==> src/rtl/arb_pkg.sv <==
// Shared definitions for the two-channel round-robin arbiter.
package arb_pkg;

    localparam int WIDTH_DEF = 8;

    typedef enum logic {
        VACIO = 1'b0,
        LLENO = 1'b1
    } estado_t;

    localparam logic CH0 = 1'b0;
    localparam logic CH1 = 1'b1;

endpackage

==> src/rtl/mux2x1.sv <==
// One-bit two-input multiplexer used as the arbiter's data path slice.
module mux2x1 (
    input  logic i0,
    input  logic i1,
    input  logic S,
    output logic Y
);

    assign Y = S ? i1 : i0;

endmodule

==> src/rtl/arb_rr2x1.sv <==
// Two-channel round-robin arbiter with valid/ready handshakes feeding a
// one-entry output register through a bank of 1-bit muxes.
module arb_rr2x1
    import arb_pkg::*;
#(
    parameter int WIDTH = WIDTH_DEF
) (
    input  logic             clk,
    input  logic             rst,
    input  logic [WIDTH-1:0] i0_data,
    input  logic             i0_valid,
    output logic             i0_ready,
    input  logic [WIDTH-1:0] i1_data,
    input  logic             i1_valid,
    output logic             i1_ready,
    output logic [WIDTH-1:0] y_data,
    output logic             y_valid,
    input  logic             y_ready,
    output logic             S
);

    estado_t          state;
    estado_t          state_nx;
    logic             free;
    logic             grant_en;
    logic             grant;
    logic             s_reg;
    logic [WIDTH-1:0] mux_y;

    assign y_valid = (state == LLENO);
    assign S       = s_reg;

    // A tie goes to the channel not granted last; readies stay low during reset.
    always_comb begin
        free     = !y_valid || y_ready;
        grant_en = free && (i0_valid || i1_valid) && !rst;
        grant    = CH0;
        if (i0_valid && i1_valid) begin
            grant = ~s_reg;
        end else if (i1_valid) begin
            grant = CH1;
        end
        state_nx = state;
        if (grant_en) begin
            state_nx = LLENO;
        end else if ((state == LLENO) && y_ready) begin
            state_nx = VACIO;
        end
    end

    assign i0_ready = grant_en && (grant == CH0);
    assign i1_ready = grant_en && (grant == CH1);

    for (genvar b = 0; b < WIDTH; b++) begin : g_mux
        mux2x1 u_mux (
            .i0 (i0_data[b]),
            .i1 (i1_data[b]),
            .S  (grant),
            .Y  (mux_y[b])
        );
    end

    always_ff @(posedge clk or posedge rst) begin
        if (rst) begin
            state <= VACIO;
        end else begin
            state <= state_nx;
        end
    end

    // Reset value of S=1 makes the first tie after reset go to channel 0.
    always_ff @(posedge clk or posedge rst) begin
        if (rst) begin
            y_data <= '0;
            s_reg  <= CH1;
        end else if (grant_en) begin
            y_data <= mux_y;
            s_reg  <= grant;
        end
    end

endmodule
==> config.mk <==
export PLATFORM = sky130hd
export DESIGN_NAME = arb_rr2x1
export DESIGN_NICKNAME = d
export VERILOG_FILES = /design/src/rtl/arb_pkg.sv /design/src/rtl/mux2x1.sv /design/src/rtl/arb_rr2x1.sv
export SDC_FILE = /design/constraint.sdc
export NUM_CORES = 1
export LEC_CHECK = 0
export ABC_AREA = 1
export ABC_CLOCK_PERIOD_IN_PS = 3000
export CAP_MARGIN = 25
export CORE_AREA = 2 2 39 41
export DETAILED_ROUTE_END_ITERATION = 12
export DIE_AREA = 0 0 41 43
export DONT_BUFFER_PORTS = 1
export GPL_ROUTABILITY_DRIVEN = 1
export PLACE_DENSITY_LB_ADDON = 0.3
export SLEW_MARGIN = 5
export SYNTH_ARGS = -nofsm -noshare
export SYNTH_HDL_FRONTEND = slang
export SYNTH_HIERARCHICAL = 1
export SYNTH_SLANG_ARGS = --single-unit
==> constraint.sdc <==
create_clock -name clk -period 3 [get_ports clk]
set_input_delay 0.45 -clock clk [delete_from_list [all_inputs] [get_ports clk]]
set_output_delay 0.45 -clock clk [all_outputs]
set_load 0.02 [all_outputs]
==> results.yml, run 1 <==
drt:
  routedWlPerCell_um: 11.5
  drt.antenna.violating_nets: 0
  vias: 489
  drt_first_pass_iters: 2
  vias_per_cell: 4.79
  drtIter0Drc: 12
  wl_um: 1170
  drc: 0
die:
  io_pins: 33
  die_area_mm2: 0.00176
  die_x_um: 41
  num_rows: 14
  start_util_pct: 43.8
  core_mm2: 0.00138
  die_height_um: 43
timing:
  post-route-min-period_ns: 2.00
  finalSetupViolations: 0
  skew_ns: 0.00532
  hold_viol: 0
  fmax_mhz: 500
  fin_tns_setup_ns: 0
  drv_slew: 0
  tightest_slew_ns: 0.411
  fin_crit_sh_pct: 66.7
  rsz0062_at_grt: "no"
  relSlewSlack_pct: 72.5
global_routing:
  grt_max_degree: 19
  antenna_found_initial: 0
  grt_use_total_pct: 15.3
  grt_pass1_wl_um: 1800
  grtUsageMet1_pct: 19.1
  grt-ovfl-total: 0
  grt_use_met2_pct: 22.5
  grt_pass1_vias: 433
  globalRouteMet3Util_pct: 3.14
  busiest_layer: "met2"
worst_setup_path:
  cp_max_fo: 11
  cp_data_arrival_time_ns: 1.55
  worstPathRequired_ns: 2.55
  cp-end-kind: "output port"
  r2r_slack_ns: 1.70
  setup.worst_path.class: "reg -> out"
  cp-start-kind: "flop"
synthesis:
  synth.avg_cell_area_um2: 7.30
  netlist_area_um2: 606
  syn_nets: 104
  synth_seq_area_share_pct: 41.5
  synth_cells: 83
  synth_seq_cells: 10
  synthDistinctLibCells: 14
  yosysWarnings: 6
flow_run:
  drv_cap: 0
clock_tree:
  clock_path_buffers: 2
  clk_latency_ns: 0.26
  cts_buffers: 3
  clock_sinks: 10
  clockRootBuffer: "clkbuf_4"
  cts_tree: "built"
  path_clk_slew_ns: 0.07
  h-tree-depth: 1
  post_cts_buffers: 0
  cts_hold_buf: 0
  cts_resized: 0
run_status:
  outcome: "complete, no violations"
placed_design:
  place_inst: 98
  dpl-instance-area_um2: 604
  place.detailed.hpwl_um: 898
  numPortBuffers: 0
  place_congestion: 0.698
pwr:
  peakVddDrop_mv: 0.217
  p_per_area_mw_per_mm2: 600
  leakage_nw: 0.380
cells_and_area:
  diodes: 0
  syn2layout_area_growth_pct: 4.13
  num-nets-final: 108
  stdcell_area_um2: 631
  instances_no_fill: 102
  layout-drive-gt1-share_pct: 15.1
hold_path:
  hp-class: "in -> async"
[layer usage]
layer	vias up	share of wire (%)	wire, um
li1	259	-	-
met1	207	43	498
met2	21	47	553
met3	2	9.5	111
met4	0	0.60	7
met5	-	0	0
[cells in the final DEF (no fill, tap or decap)]
cell type / instances
inv_2: 1
buf_4: 2
nand2_1: 42
dfstp_2: 1
a21oi_2: 1
clkbuf_1: 1
nor2_2: 1
dfrtp_1: 9
nand3_4: 1
nand3_1: 1
clkbuf_4: 3
inv_1: 12
nand2_4: 1
nand2_2: 2
nand4_1: 8
[flip-flops by register name, summed over array words and instances, names as in the netlist]
signal	cells
y_valid	1
y_data	8
S	1
[power by group]
group / total [mW] / switching [mW] / internal, mW / leakage (nW)
combinational: 0.0726 / 0.0472 / 0.0253 / 0.243
sequential: 0.211 / 0.0495 / 0.161 / 0.122
clock: 0.0951 / 0.0439 / 0.0513 / 0.0150
total: 0.379 / 0.141 / 0.238 / 0.380
[synthesized netlist by cell type (all sizes together)]
| library cell | n | area share [%] |
|---|---|---|
| dfstp | 1 | 4.3 |
| a21oi | 1 | 1.4 |
| nand3 | 2 | 3.7 |
| clkbuf | 1 | 2.3 |
| nand4 | 8 | 8.3 |
| nand2 | 45 | 30 |
| inv | 13 | 8.1 |
| buf | 2 | 3.7 |
| dfrtp | 9 | 37 |
| nor2 | 1 | 1.0 |
[cell type report]
class / count / area, um2
fillers: 152 / 753
inverters: 13 / 48.8
flip-flops and latches: 10 / 251
repair buffers: 2 / 15.0
multi-input cells: 57 / 269
well taps: 16 / 20.0
clock buffers: 4 / 26.3
[final timing paths]
path | from | end | cells past startpoint
max in group asynchronous | rst | y_data[4]$_DFFE_PP0P_ | 2
worst min-delay path | rst | y_data[7]$_DFFE_PP0P_ | 1
worst min register to register | S$_DFFE_PP1P_ | S$_DFFE_PP1P_ | 2
min in group clk | i1_data[0] | y_data[0]$_DFFE_PP0P_ | 4
worst max-delay path | y_valid$_DFFE_PP0P_ | i0_ready | 3
worst max register to register | y_valid$_DFFE_PP0P_ | y_data[5]$_DFFE_PP0P_ | 4
[cell families (layout without fill, tap and decap cells)]
family	Yosys count	after routing	synth area share [%]
AO/OA/AOI/OAI	1	1	1.45
flip-flops	10	10	41.5
buffers and inverters	16	19	14.0
AND/OR/NAND/NOR	56	56	43.0
[stage by stage]
stage                     total power [mW]  hold WS, ns  setup slack [ns]  utilization [%]
after global placement               0.285        0.285              1.30             43.7
after global routing                 0.406       0.0167             0.873             45.6
final                                0.379       0.0185             0.999             45.6
after floorplan                      0.275        0.420              1.27                -
after CTS                            0.385      0.00778             0.983             45.6
after detailed placement             0.288        0.289              1.28             43.7
[critical path: stages, from the launching register on]
cell and delay [ns]:
dfrtp_1 0.45, nand2_1 0.36, nand3_4 0.22, nor2_2 0.26
(Power assumes the default switching activity.)
==> run 2, diff against run 1 <==
- ABC_CLOCK_PERIOD_IN_PS: 3000 -> 1700
- clock period: 3 -> 1.7 ns (I/O delays scaled with it)
==> run 2 against run 1 <==
Die area stayed put. Global-route usage is 2.7 points higher. Critical path depth stayed put. Non-clock buffer count is 3 higher. Final area is 6.0% higher. Sequential share of layout area is 2.2 points lower. Power is 91% higher. Critical endpoint unchanged. Largest cell class unchanged.
==> results.yml, run 2 (synthesized netlist as in run 1, its figures left out) <==
worst_setup_path:
  cp-end-kind: "output port"
  rr_startpoint: "S$_DFFE_PP1P_"
  cp_max_fo: 9
  cp_data_arrival_time_ns: 1.38
  setup.worst_path.class: "reg -> out"
  startpoint: "S$_DFFE_PP1P_"
  cp-start-kind: "flop"
  cp_slowest_stage_delay_ns: 0.61
  worstPathRequired_ns: 1.44
  crit_chain: "a21oi_2, buf_4, nor2_2"
  ff2ff_path_depth: 7
  cp_slowest_cell: "dfstp_2"
timing:
  rsz0062_at_grt: "no"
  finalSetupViolations: 0
  post-route-min-period_ns: 1.63
  relSlewSlack_pct: 82.9
  skew_ns: 0.00194
  fin_ws_ns: 0.0681
  hold_viol: 0
  drv_slew: 0
  fin_crit_sh_pct: 96.0
  fmax_mhz: 613
  tightest_slew_ns: 0.256
  fin_tns_setup_ns: 0
flow_run:
  drv_cap: 0
die:
  num_rows: 14
  die_height_um: 43
  die_x_um: 41
  io_pins: 33
  start_util_pct: 43.8
  core_mm2: 0.00138
  die_area_mm2: 0.00176
pwr:
  p_per_area_mw_per_mm2: 1080
  totalPowerFinal_mw: 0.724
  leakage_nw: 0.399
  peakVddDrop_mv: 0.472
cells_and_area:
  regMostFlops: "y_data"
  multi_input_area_um2: 272
  num-nets-final: 111
  diodes: 0
  instances_no_fill: 105
  syn2layout_area_growth_pct: 10.3
  largest_reg_flops: 8
  stdcell_area_um2: 668
  layout-drive-gt1-share_pct: 20.2
  nFillCells: 151
  final_common_cell: "nand2_1"
  final_cell_mix: "nand2_1, inv_1, dfrtp_1, nand4_1, buf_4"
  ff_latch_area_um2: 251
global_routing:
  grt_pass1_wl_um: 2150
  grt_max_degree: 14
  grt-ovfl-total: 0
  grt_use_total_pct: 18.0
  grt_pass1_vias: 515
  antenna_found_initial: 0
clock_tree:
  clk_latency_ns: 0.26
  cts_buffers: 3
  cts_tree: "built"
  clock_path_buffers: 2
  h-tree-depth: 1
  path_clk_slew_ns: 0.07
  clockRootBuffer: "clkbuf_4"
  clock_sinks: 10
drt:
  drc: 0
  drt_first_pass_iters: 4
  vias_per_cell: 5.13
  drt.antenna.violating_nets: 0
  wl_um: 1260
  vias: 539
  routedWlPerCell_um: 12.0
  drtIter0Drc: 13
placed_design:
  numPortBuffers: 0
  post-place-ws_ns: 0.292
  place.detailed.hpwl_um: 934
  place_congestion: 0.694
  place_inst: 100
  dpl-instance-area_um2: 619
run_status:
  outcome: "complete, no violations"
hold_path:
  min_delay_path_depth: 3
  hp-start: "i0_valid"
  hp-class: "in -> reg"
-- run 2: final cells by class --
class	instances	share of cell area, %
Multi-Input combinational cell	57	40.6
Sequential cell	10	37.6
Inverter	13	7.30
Timing Repair Buffer	5	5.99
Clock buffer	4	5.43
Tap cell	16	3.00
-- run 2: stage by stage --
stage	hold slack, ns	utilization [%]
after global placement	0.0963	44.8
after detailed placement	0.104	44.8
after floorplan	0.225	-
after global routing	0.178	48.3
after CTS	0.177	48.3
final	0.184	48.3
-- run 2: power breakdown --
group,switching (mW),internal [mW],total (mW),leakage (nW)
clock network,0.0823,0.130,0.212,0.0210
registers,0.0892,0.285,0.374,0.122
logic,0.0860,0.0520,0.138,0.256
total,0.258,0.467,0.724,0.399
-- run 2: metal layers --
metal,vias up,wire [um],GRT usage (%)
met3,4,99,4.71
met1,242,482,21.4
met5,-,0,0
li1,265,-,-
met2,28,647,27.8
met4,0,28,10.0
-- run 2: worst paths after layout --
kind / to / slack (ns)
max: i0_ready / 0.07
max reg2reg: y_data[5]$_DFFE_PP0P_ / 0.44
min: S$_DFFE_PP1P_ / 0.18
min reg2reg: S$_DFFE_PP1P_ / 0.53
max in group asynchronous: y_valid$_DFFE_PP0P_ / 0.97
min in group asynchronous: y_data[7]$_DFFE_PP0P_ / 0.35
-- run 2: worst max-delay path: cells and delay by family (launching register included) --
family | cells | cell delay [ns]
compound gates | 1 | 0.09
simple gates | 1 | 0.23
buf+inv | 1 | 0.18
flops | 1 | 0.61
-- run 2: repair_timing --
action                     CTS  global route
resized for setup            1             1
setup endpoints to repair    2             1
hold endpoints to repair     2             0
hold buffers                 1             0
setup buffers                0             0
